--- src/rtl/aes_key_schedule_if.sv ---
// ---------------------------------------------------------------------------
// aes_key_schedule_if
// Bundle of the key-load request and round-key stream of aes_key_schedule.
//   start    : begin expansion (honoured only while busy=0)
//   key_size : 0=AES-128, 1=AES-192, 2=AES-256, 3=reserved
//   key      : cipher key, left-aligned (word 0 = key[255:224])
//   busy     : expansion in progress
//   done     : one-cycle pulse after the last round-key handshake
//   rk_valid / rk_ready : round-key handshake
//   rk_data  : round key, word 0 in [127:96]
//   rk_idx   : round number 0..Nr
//   rk_last  : high with the round key whose rk_idx = Nr
// master = key consumer / controller side, slave = the expander.
// ---------------------------------------------------------------------------
interface aes_key_schedule_if;
    logic         start;
    logic [1:0]   key_size;
    logic [255:0] key;
    logic         busy;
    logic         done;
    logic         rk_valid;
    logic         rk_ready;
    logic [127:0] rk_data;
    logic [3:0]   rk_idx;
    logic         rk_last;

    modport master (
        output start, key_size, key, rk_ready,
        input  busy, done, rk_valid, rk_data, rk_idx, rk_last
    );

    modport slave (
        input  start, key_size, key, rk_ready,
        output busy, done, rk_valid, rk_data, rk_idx, rk_last
    );
endinterface

--- src/rtl/aes_key_schedule.sv ---
// ---------------------------------------------------------------------------
// aes_key_schedule
// Sequential AES-128/192/256 key expander. One 32-bit schedule word per
// clock; every fourth word completes a round key that is offered on a
// valid/ready stream. Production freezes while a completed round key is
// still waiting for the consumer.
// Ports:
//   clk, rst_n : clock, asynchronous active-low reset
//   bus        : aes_key_schedule_if.slave (start/key request, round-key stream)
//   rd_addr    : (AES_KEY_SCHEDULE_STORE_EN only) round-key store read address
//   rd_data    : (AES_KEY_SCHEDULE_STORE_EN only) registered read data, 1-cycle latency
// Parameter MAX_NK (4, 6 or 8): largest key in words; larger key_size requests
// are ignored.
// Optional feature macro: AES_KEY_SCHEDULE_STORE_EN adds a 15x128 round-key
// store written on every handshake, for reverse-order replay in decryption.
// ---------------------------------------------------------------------------
module aes_key_schedule #(
    parameter int MAX_NK = 8
) (
    input  logic                 clk,
    input  logic                 rst_n,
    aes_key_schedule_if.slave    bus
`ifdef AES_KEY_SCHEDULE_STORE_EN
    ,
    input  logic [3:0]           rd_addr,
    output logic [127:0]         rd_data
`endif
);

    localparam int IW = $clog2(MAX_NK);

    typedef enum logic [1:0] {ST_IDLE, ST_GEN, ST_DRAIN} state_t;

    state_t        state_q, state_d;
    logic [31:0]   win_q [MAX_NK];   // newest word at MAX_NK-1
    logic [95:0]   asm_q;            // first three words of the round key being built
    logic [5:0]    i_q;              // schedule word counter
    logic [3:0]    j_q;              // i mod Nk
    logic          first_q;          // i < Nk: still emitting raw key words
    logic [3:0]    nk_q, nr_q;
    logic [7:0]    rcon_q;
    logic [127:0]  rk_data_q;
    logic [3:0]    rk_idx_q;
    logic          rk_valid_q, rk_last_q, done_q;

    // ---------------- GF(2^8) helpers and S-box ----------------
    function automatic logic [7:0] xtime(input logic [7:0] a);
        return {a[6:0], 1'b0} ^ (a[7] ? 8'h1b : 8'h00);
    endfunction

    function automatic logic [7:0] gf_mul(input logic [7:0] a, input logic [7:0] b);
        logic [7:0] acc, p;
        acc = '0;
        p   = a;
        for (int k = 0; k < 8; k++) begin
            if (b[k]) acc = acc ^ p;
            p = xtime(p);
        end
        return acc;
    endfunction

    // Inverse as x^254 = x^2*x^4*...*x^128 (0 maps to 0), then the affine map.
    function automatic logic [7:0] sbox(input logic [7:0] x);
        logic [7:0] sq, inv;
        sq  = x;
        inv = 8'h01;
        for (int k = 1; k < 8; k++) begin
            sq  = gf_mul(sq, sq);
            inv = gf_mul(inv, sq);
        end
        return inv ^ {inv[6:0], inv[7]} ^ {inv[5:0], inv[7:6]}
                   ^ {inv[4:0], inv[7:5]} ^ {inv[3:0], inv[7:4]} ^ 8'h63;
    endfunction

    // ---------------- request decode ----------------
    logic [3:0]  req_nk;
    logic        req_legal;
    logic [31:0] key_w [8];

    always_comb begin
        // NOTE: every always_comb output gets a default first; a path that
        // leaves a variable unassigned would infer a latch.
        req_nk = 4'd0;
        case (bus.key_size)
            2'd0:    req_nk = 4'd4;
            2'd1:    req_nk = 4'd6;
            2'd2:    req_nk = 4'd8;
            default: req_nk = 4'd0;
        endcase
        for (int n = 0; n < 8; n++) key_w[n] = bus.key[255 - 32*n -: 32];
    end

    assign req_legal = (bus.key_size != 2'd3) && (req_nk <= 4'(MAX_NK));

    // ---------------- word generation ----------------
    logic [IW-1:0] old_idx;
    logic [31:0]   w_old, w_prev, sw_in, sw_out, w_new;
    logic          completes, handshake, advance, accept, load_rk, last_word;

    assign old_idx = IW'(MAX_NK - int'(nk_q));      // position of w[i-Nk]
    assign w_old   = win_q[old_idx];
    assign w_prev  = win_q[MAX_NK-1];
    // One shared group of four S-boxes: RotWord input on i%Nk==0, plain otherwise.
    assign sw_in   = (j_q == 4'd0) ? {w_prev[23:0], w_prev[31:24]} : w_prev;
    assign sw_out  = {sbox(sw_in[31:24]), sbox(sw_in[23:16]), sbox(sw_in[15:8]), sbox(sw_in[7:0])};

    always_comb begin
        w_new = w_old ^ w_prev;
        if (first_q)
            w_new = w_old;   // window was preloaded so the oldest slot walks the key
        else if (j_q == 4'd0)
            w_new = w_old ^ sw_out ^ {rcon_q, 24'h0};
        else if (nk_q == 4'd8 && j_q == 4'd4)
            w_new = w_old ^ sw_out;
    end

    assign completes = (i_q[1:0] == 2'd3);
    assign handshake = rk_valid_q && bus.rk_ready;
    assign advance   = (state_q == ST_GEN) && (!completes || !rk_valid_q || bus.rk_ready);
    assign accept    = (state_q == ST_IDLE) && bus.start && req_legal;
    assign load_rk   = advance && completes;
    assign last_word = (i_q == {nr_q, 2'b11});

    // ---------------- control FSM ----------------
    always_ff @(posedge clk or negedge rst_n) begin
        // NOTE: sequential state uses non-blocking assignments so every
        // register samples the values from before the edge.
        if (!rst_n) state_q <= ST_IDLE;
        else        state_q <= state_d;
    end

    always_comb begin
        state_d = state_q;
        case (state_q)
            ST_IDLE:  if (accept) state_d = ST_GEN;
            ST_GEN:   if (advance && last_word) state_d = ST_DRAIN;
            ST_DRAIN: if (handshake && rk_last_q) state_d = ST_IDLE;
            default:  state_d = ST_IDLE;
        endcase
    end

    // ---------------- datapath ----------------
    always_ff @(posedge clk or negedge rst_n) begin
        if (!rst_n) begin
            for (int k = 0; k < MAX_NK; k++) win_q[k] <= '0;
            asm_q      <= '0;
            i_q        <= '0;
            j_q        <= '0;
            first_q    <= 1'b0;
            nk_q       <= 4'd4;
            nr_q       <= '0;
            rcon_q     <= '0;
            rk_data_q  <= '0;
            rk_idx_q   <= '0;
            rk_valid_q <= 1'b0;
            rk_last_q  <= 1'b0;
            done_q     <= 1'b0;
        end else begin
            done_q <= (state_q == ST_DRAIN) && handshake && rk_last_q;

            if (accept) begin
                // Key word j lands at MAX_NK-Nk+j, so w[i-Nk] is key word i while i<Nk.
                for (int k = 0; k < MAX_NK; k++) begin
                    if (k + int'(req_nk) >= MAX_NK)
                        win_q[k] <= key_w[3'(k + int'(req_nk) - MAX_NK)];
                    else
                        win_q[k] <= '0;
                end
                i_q     <= '0;
                j_q     <= '0;
                first_q <= 1'b1;
                nk_q    <= req_nk;
                nr_q    <= req_nk + 4'd6;
                rcon_q  <= 8'h01;
            end else if (advance) begin
                for (int k = 0; k < MAX_NK-1; k++) win_q[k] <= win_q[k+1];
                win_q[MAX_NK-1] <= w_new;
                asm_q <= {asm_q[63:0], w_new};
                i_q   <= i_q + 6'd1;
                if (j_q == nk_q - 4'd1) begin
                    j_q     <= '0;
                    first_q <= 1'b0;
                end else begin
                    j_q <= j_q + 4'd1;
                end
                if (!first_q && j_q == 4'd0) rcon_q <= xtime(rcon_q);
            end

            if (load_rk) begin
                rk_valid_q <= 1'b1;
                rk_data_q  <= {asm_q, w_new};
                rk_idx_q   <= i_q[5:2];
                rk_last_q  <= (i_q[5:2] == nr_q);
            end else if (handshake) begin
                rk_valid_q <= 1'b0;
            end
        end
    end

    assign bus.busy     = (state_q != ST_IDLE);
    assign bus.done     = done_q;
    assign bus.rk_valid = rk_valid_q;
    assign bus.rk_data  = rk_data_q;
    assign bus.rk_idx   = rk_idx_q;
    assign bus.rk_last  = rk_last_q;

`ifdef AES_KEY_SCHEDULE_STORE_EN
    logic [127:0] store_mem [15];
    logic [14:0]  stored_q;

    // NOTE: the store array has no reset; stored_q marks which entries hold
    // a key from the current run, so unwritten entries never reach rd_data.
    always_ff @(posedge clk) begin
        if (handshake) store_mem[rk_idx_q] <= rk_data_q;
    end

    always_ff @(posedge clk or negedge rst_n) begin
        if (!rst_n) begin
            stored_q <= '0;
            rd_data  <= '0;
        end else begin
            if (accept)         stored_q <= '0;
            else if (handshake) stored_q[rk_idx_q] <= 1'b1;
            rd_data <= (rd_addr <= nr_q && stored_q[rd_addr]) ? store_mem[rd_addr] : '0;
        end
    end
`endif

endmodule

--- src/flat_wrapper.sv ---
// flat-port wrapper written by rule: the top's interface ports become plain ports
module aes_key_schedule_flat 
#(
    parameter int MAX_NK = 8
)
  (clk, rst_n, bus_start, bus_key_size, bus_key, bus_rk_ready, bus_busy, bus_done, bus_rk_valid, bus_rk_data, bus_rk_idx, bus_rk_last);
  aes_key_schedule_if bus_i ();
  input  logic clk;
  input  logic rst_n;
  input wire logic [$bits(bus_i.start)-1:0] bus_start;
  input wire logic [$bits(bus_i.key_size)-1:0] bus_key_size;
  input wire logic [$bits(bus_i.key)-1:0] bus_key;
  input wire logic [$bits(bus_i.rk_ready)-1:0] bus_rk_ready;
  output wire logic [$bits(bus_i.busy)-1:0] bus_busy;
  output wire logic [$bits(bus_i.done)-1:0] bus_done;
  output wire logic [$bits(bus_i.rk_valid)-1:0] bus_rk_valid;
  output wire logic [$bits(bus_i.rk_data)-1:0] bus_rk_data;
  output wire logic [$bits(bus_i.rk_idx)-1:0] bus_rk_idx;
  output wire logic [$bits(bus_i.rk_last)-1:0] bus_rk_last;
  assign bus_i.start = bus_start;
  assign bus_i.key_size = bus_key_size;
  assign bus_i.key = bus_key;
  assign bus_i.rk_ready = bus_rk_ready;
  assign bus_busy = bus_i.busy;
  assign bus_done = bus_i.done;
  assign bus_rk_valid = bus_i.rk_valid;
  assign bus_rk_data = bus_i.rk_data;
  assign bus_rk_idx = bus_i.rk_idx;
  assign bus_rk_last = bus_i.rk_last;
  aes_key_schedule #(.MAX_NK(MAX_NK)) u_core (.clk(clk), .rst_n(rst_n), .bus(bus_i));
endmodule
--- config.mk ---
export PLATFORM = sky130hd
export DESIGN_NAME = aes_key_schedule_flat
export DESIGN_NICKNAME = d
export VERILOG_FILES = /design/src/rtl/aes_key_schedule_if.sv /design/src/rtl/aes_key_schedule.sv /design/src/flat_wrapper.sv
export SDC_FILE = /design/constraint.sdc
export NUM_CORES = 2
export LEC_CHECK = 0
export CORE_ASPECT_RATIO = 1.2
export CORE_UTILIZATION = 65
export DETAILED_ROUTE_END_ITERATION = 12
export DONT_BUFFER_PORTS = 1
export PLACE_DENSITY = 0.88
export SLEW_MARGIN = 10
export SYNTH_ARGS = -nofsm -noshare
export SYNTH_HDL_FRONTEND = slang
export SYNTH_SLANG_ARGS = --single-unit
--- constraint.sdc ---
create_clock -name clk -period 44.5 [get_ports clk]
set_input_delay 4.45 -clock clk [delete_from_list [all_inputs] [get_ports clk]]
set_output_delay 4.45 -clock clk [all_outputs]
set_load 0.1 [all_outputs]
== Yosys cells after proc, flatten, opt, wreduce, memory -nomap -nowiden ==
Index checks and enable logic that the tools add are counted.
Cells by class
  equality and inequality tests: 14
  $add $sub $neg: 20
  bitwise logic cells: 790
  reductions and logical operators: 29
  multiplexer cells: 872
  order comparisons: 18
Operators with widths (count)
  8-bit bitwise XOR: 745
  8-bit 2-to-1 mux: 423
  5-bit 2-to-1 mux: 369
  32-bit 2-to-1 mux: 30
  32-bit binary-select mux with 3-bit select: 9
  256-bit 2-to-1 mux: 2
  32-bit bitwise XOR: 3
  6-bit 2-to-1 mux: 6
  5-bit by 4-bit >= comparator with 1-bit output (second input constant): 7
  3-bit by 4-bit >= comparator with 1-bit output (second input constant): 8
  4-bit 2-to-1 mux: 7
  7-bit 2-to-1 mux: 4
  1-bit NOT (first input constant): 28
  3-bit NOT: 8
  3-bit by 1-bit subtractor with 3-bit output (second input constant): 8
  3-bit by 4-bit adder with 5-bit output (first input constant): 4
  4-bit NOT: 4
  2-bit 2-to-1 mux: 7
  1-bit logical AND: 12
  3-bit 2-to-1 mux: 4
  4-bit one-hot mux with 3 select lines: 1
  2-bit by 4-bit adder with 5-bit output (first input constant): 2
  2-bit nonzero test: 5
  1-bit 2-to-1 mux: 9
  25 further kinds: 38
Word-level totals
  input bits: 262
  word-level logic and storage cells: 1764
  register bits after elaboration: 516
  output and inout bits: 136

== Longest topological paths before layout ==
  depth after elaboration: 140
  mapped depth: 79
  depth with buffers taken out: 66

== Worst setup path after synthesis ==
Ideal clock, no wire load.
  path kind: reg-to-reg
  start point: register u_core.j_q[0]
  end point: register u_core.win_q (netlist bit u_core.w_prev[29])
  buffers on the path: 15
  arrival: 17.847 ns
  period minus slack after synthesis: 17.971 ns
  library setup time: 0.124 ns
  cell stages (with the launch flop): 75
  path slack: 26.529 ns
  required time: 44.376 ns
  cell sequence: dfrtp_1 -> inv_1 -> ha_1 -> nor3b_4 -> buf_6 -> buf_8 -> buf_8 -> buf_8 -> buf_6 -> mux2i_2 -> inv_1 -> ha_1 -> buf_1 -> nand2_1 -> xor2_1 -> inv_1 -> clkbuf_1 -> buf_2 -> (+39 left out) -> xnor3_1 -> xor3_1 -> xor2_2 -> xor2_4 -> xor2_4 -> xnor2_2 -> nor2_1 -> xnor2_1 -> xnor2_1 -> xnor3_1 -> xor2_2 -> xnor3_2 -> xnor3_1 -> xor2_1 -> o221ai_1 -> nand3_1 -> a21oi_1 -> or2_1
On the way
  word-level cells in the longest chain between the ends: 137
  elaborated cells on any way between the ends: 401
  classes of those cells: 1 x eq/ne; 209 x mux; 189 x bitwise; 2 x reduce/logical
RTL lines
  start: declaration: line aes_key_schedule.sv:38  | logic [3:0] j_q;
  start signal: assignment: line aes_key_schedule.sv:184  | j_q <= j_q + 4'd1;
  4-bit logical NOT: line aes_key_schedule.sv:104, aes_key_schedule.sv:111
  32-bit 2-to-1 mux: line aes_key_schedule.sv:104  | assign sw_in = (j_q == 4'd0) ? {w_prev[23:0], w_prev[31:24]} : w_prev;
  5-bit 2-to-1 mux (tied with other cells): line aes_key_schedule.sv:48  | return {a[6:0], 1'b0} ^ (a[7] ? 8'h1b : 8'h00);
  8-bit bitwise XOR, on equally long branches: line aes_key_schedule.sv:48, aes_key_schedule.sv:56
  8-bit bitwise XOR / 8-bit 2-to-1 mux (equally long branches): line aes_key_schedule.sv:56  | if (b[k]) acc = acc ^ p;
  8-bit 2-to-1 mux / 8-bit bitwise XOR (equally long branches): line aes_key_schedule.sv:56
  8-bit bitwise XOR / 8-bit 2-to-1 mux (equally long branches): line aes_key_schedule.sv:56
  8-bit 2-to-1 mux / 8-bit bitwise XOR (equally long branches): line aes_key_schedule.sv:56
  (+120 left out)
  8-bit bitwise XOR (2 in a row): line aes_key_schedule.sv:72  | ^ {inv[4:0], inv[7:5]} ^ {inv[3:0], inv[7:4]} ^ 8'h63;
  4-bit NOT (no line)
  32-bit bitwise XOR: line aes_key_schedule.sv:112, aes_key_schedule.sv:114
  32-bit 2-to-1 mux / 32-bit bitwise XOR (equally long branches): line aes_key_schedule.sv:113, aes_key_schedule.sv:112
  32-bit 2-to-1 mux (*): line aes_key_schedule.sv:111  | else if (j_q == 4'd0)
  32-bit 2-to-1 mux (*): line aes_key_schedule.sv:109  | if (first_q)
  256-bit 2-to-1 mux (*): line aes_key_schedule.sv:175  | end else if (advance) begin
  256-bit 2-to-1 mux (*): line aes_key_schedule.sv:161  | if (accept) begin
  end signal: indexed assignment: line aes_key_schedule.sv:165  | win_q[k] <= key_w[3'(k + int'(req_nk) - MAX_NK)];
  end signal: indexed assignment: line aes_key_schedule.sv:177  | win_q[MAX_NK-1] <= w_new;
  end: declaration: line aes_key_schedule.sv:35  | logic [31:0] win_q [MAX_NK];
Every way passes the cells marked *; elsewhere a longest branch is shown, timed or not. The select of a mux whose other input is x is not followed.
A chain may end at the register's enable or synchronous reset.

== Final worst setup path ==
  start point: register u_core.j_q[1]
  end point: register u_core.win_q (netlist bit u_core.w_prev[30])
On the way
  word-level cells in the longest chain between the ends: 137
  elaborated cells on any way between the ends: 401
  classes of those cells: 1 x eq/ne; 209 x mux; 189 x bitwise; 2 x reduce/logical
RTL lines (line)
  4-bit logical NOT: aes_key_schedule.sv:104, aes_key_schedule.sv:111
  32-bit 2-to-1 mux: aes_key_schedule.sv:104
  5-bit 2-to-1 mux: aes_key_schedule.sv:48
  8-bit bitwise XOR: aes_key_schedule.sv:48
  8-bit bitwise XOR: aes_key_schedule.sv:56
  8-bit 2-to-1 mux: aes_key_schedule.sv:56
  8-bit bitwise XOR: aes_key_schedule.sv:56
  8-bit 2-to-1 mux: aes_key_schedule.sv:56
  (+120 left out)
  8-bit bitwise XOR (2 in a row): aes_key_schedule.sv:72
  4-bit NOT (no line)
  32-bit bitwise XOR: aes_key_schedule.sv:112, aes_key_schedule.sv:114
  32-bit 2-to-1 mux / 32-bit bitwise XOR (equally long branches): aes_key_schedule.sv:113, aes_key_schedule.sv:112
  32-bit 2-to-1 mux (*): aes_key_schedule.sv:111
  32-bit 2-to-1 mux (*): aes_key_schedule.sv:109
  256-bit 2-to-1 mux (*): aes_key_schedule.sv:175
  256-bit 2-to-1 mux (*): aes_key_schedule.sv:161
Marked as above.

==> impl_metrics.tcl <==
set metrics [dict create \
    overflow 0 \
    cts_tree "yes" \
    cp_top_family "XOR/XNOR gates" \
    antenna_left 0 \
    critPathMostFrequentCell "xnor2_1" \
    path_max_fanout 37 \
    first_pass_iters 12 \
    synth-edff-count 0 \
    ys_top_cells_by_area "xnor2_1 (15%), dfrtp_1 (14%), xnor3_1 (8.2%)" \
    initialDrtViolationCount 11309 \
    fin_setup_tns_ns 0 \
    clkSinkCount 514 \
    place_area_um2 91400 \
    avgRoutedWirePerCell_um 23.3 \
    cp_slowest_cell "o311ai_0" \
    yosys_warnings 0 \
    fin_area_um2 93000 \
    finalNetCount 10943 \
    synthArstFlopShare_pct 100 \
    postCtsResizedCells 0 \
    syn-cell-area_um2 90200 \
    hold_slack_ns 0.473 \
    max_freq_mhz 44.8 \
    vias 86985 \
    antenna_found_initial 8 \
    critPathArrivalTime_ns 22.75 \
    synth_ff_type "dfrtp_1" \
    cts_setup_buffers 0 \
    syn_avg_cell_area_um2 8.08 \
    via_per_inst 6.96 \
    final-hold-violation-count 0 \
    clkLatencyLatePin_ns 0.62 \
    track_usage_pct 39.7 \
    yosysSeqAreaShare_pct 14.3 \
    grt_pass1_wl_mm 455 \
    die_area_um2 140000 \
    h-tree-depth 2 \
    period_minus_slack_ns 22.30 \
    maxCapViolations 0 \
    globalplace.congestion 1.01 \
    coreArea_um2 138000 \
    grt_max_degree 515 \
    root_buffer "clkbuf_16" \
    yosysMostFrequentCell "xnor2_1" \
    maxSlewHeadroom_pct 5.87 \
    initial_utilization_pct 65.6 \
    required_ns 44.95 \
    hold_class "flop to flop" \
    finalSetupViolations 0 \
    fin_worst_skew_ns 0.0580 \
    ys_ff_latch 514 \
    wl_mm 292 \
    cts_max_path_buffers 3 \
    cp-start-kind "flop" \
    violations "design-rule violations" \
    timing.critical_path.buf_inv 7 \
    synthTopCellsByCount "xnor2_1 (1582), nor2_1 (1395), nand2_1 (1261)" \
    rsz0062_at_grt "false" \
    die_x_um 342 \
    port_buffers 0 \
    slowest_delay_ns 0.99 \
    dp_hpwl_mm 207 \
    final_util_pct 67.6 \
    rows 149 \
    period_share_pct 50.1 \
    nFillCells 10808 \
    synth.distinct_cells 141 \
    clkTransAtPathRegs_ns 0.08 \
    cts_hold_buf 0 \
    numCtsBuffers 48 \
    drive_above_1_share_pct 9.85 \
    route.detailed.drc 4 \
    critPathCaptureType "flop" \
    yosysTopAreaCell "xnor2_1" \
    io_pins 398 \
    syn_to_final_growth_pct 3.14 \
    synth_nets 11471 \
    worst-slew-pin-transition_ns 1.40 \
    yosys.area.top_type_share_pct 15.4 \
    drv_slew 0 \
    synth_cells 11169 \
    status "finished with violations" \
    path_class "flop to flop" \
    die_h_um 410 \
    grt_pass1_vias 81555 \
]
-- cell usage in the layout, fill, tap and decap left out, types with 89 or more instances in the layout --
cell type	Yosys	layout
xnor2_1	1582	1541
o21ai_0	429	429
a32oi_1	99	99
nand3_1	223	223
mux2i_1	437	437
mux4_2	98	98
o211ai_1	112	112
a211oi_1	189	189
nand2_1	1261	1259
a31oi_1	93	93
nor3_1	318	317
inv_1	89	89
o22ai_1	189	189
a21oi_1	590	589
buf_4	25	284
dfrtp_1	513	511
xnor2_2	90	131
xnor3_1	328	328
mux2_2	179	179
xor2_1	426	414
nor2_1	1395	1393
-- final cells by class --
| class | count | area (µm²) | share of cell area, % |
|---|---|---|---|
| clock buffer | 64 | 1340 | 1.44 |
| multi-input combinational | 9682 | 73700 | 79.2 |
| antenna | 7 | 17.5 | 0.0188 |
| tap | 1812 | 2270 | 2.44 |
| clock inverter | 22 | 275 | 0.296 |
| inverter | 110 | 413 | 0.444 |
| sequential | 514 | 12900 | 13.8 |
| timing repair buffer | 285 | 2150 | 2.31 |
-- state kept, by name (all words and copies together) (netlist names) --
name / count
u_core.nr_q: 3
u_core.bus.done: 1
u_core.bus.rk_last: 1
u_core.win_q: 224
u_core.bus.rk_data: 128
u_core.nk_q: 3
u_core.i_q: 6
u_core.rcon_q: 8
u_core.bus.rk_valid: 1
u_core.bus.rk_idx: 4
u_core.asm_q: 96
u_core.j_q: 4
u_core.first_q: 1
u_core.state_q: 2
u_core.w_prev: 32
-- through the flow --
stage	setup WS, ns	instances
floorplan	26.53	11169
global placement	23.24	12403
detailed placement	22.63	12403
CTS	22.54	12489
global route	20.73	12489
finish	22.20	12496
-- final timing paths --
check	startpoint	end	slack (ns)	depth (start not counted)
setup / recovery	u_core.j_q[1]	u_core.w_prev[30]	22.20	66
hold / removal	u_core.win_q[158]	u_core.win_q[158]	0.47	2
setup reg to reg	u_core.j_q[1]	u_core.w_prev[30]	22.20	66
hold reg to reg	u_core.win_q[158]	u_core.win_q[158]	0.47	2
max in group asynchronous	rst_n	u_core.first_q	39.93	0
min in group asynchronous	rst_n	u_core.bus.rk_data[37]	3.53	0
-- cells by family (layout without fill, tap and decap cells) --
group | count (synthesis) | in the layout | synth area share, %
compound gates | 2513 | 2513 | 18.8
xor+xnor | 2581 | 2581 | 33.2
fa+ha+maj | 45 | 45 | 0.610
buf+inv | 973 | 481 | 4.58
flops | 514 | 514 | 14.3
mux | 737 | 737 | 9.90
other cells | 0 | 7 | 0
simple gates | 3806 | 3806 | 18.6
-- worst reg2reg max path, delay by kind of cell, from the launching register on --
family                   cells  cell delay (ns)
AO/OA/AOI/OAI               12             4.23
buffers and inverters        7             1.79
XOR/XNOR                    24             9.07
AND/OR/NAND/NOR             11             1.97
adder cells (fa/ha/maj)      6             2.67
flip-flops                   1             0.42
multiplexers                 6             2.04
-- metal layers --
layer | vias to the layer above | global-route usage, % | share of wire [%]
li1 | 38581 | - | -
met1 | 41205 | 49.6 | 36
met2 | 5877 | 63.6 | 46
met3 | 1316 | 8.21 | 11
met4 | 6 | 22.9 | 6.9
met5 | - | 0.0347 | 0.017
Power is left out: the tool's default activity adds up to more than one toggle a clock period on the data nets, which glitch-free logic cannot reach.
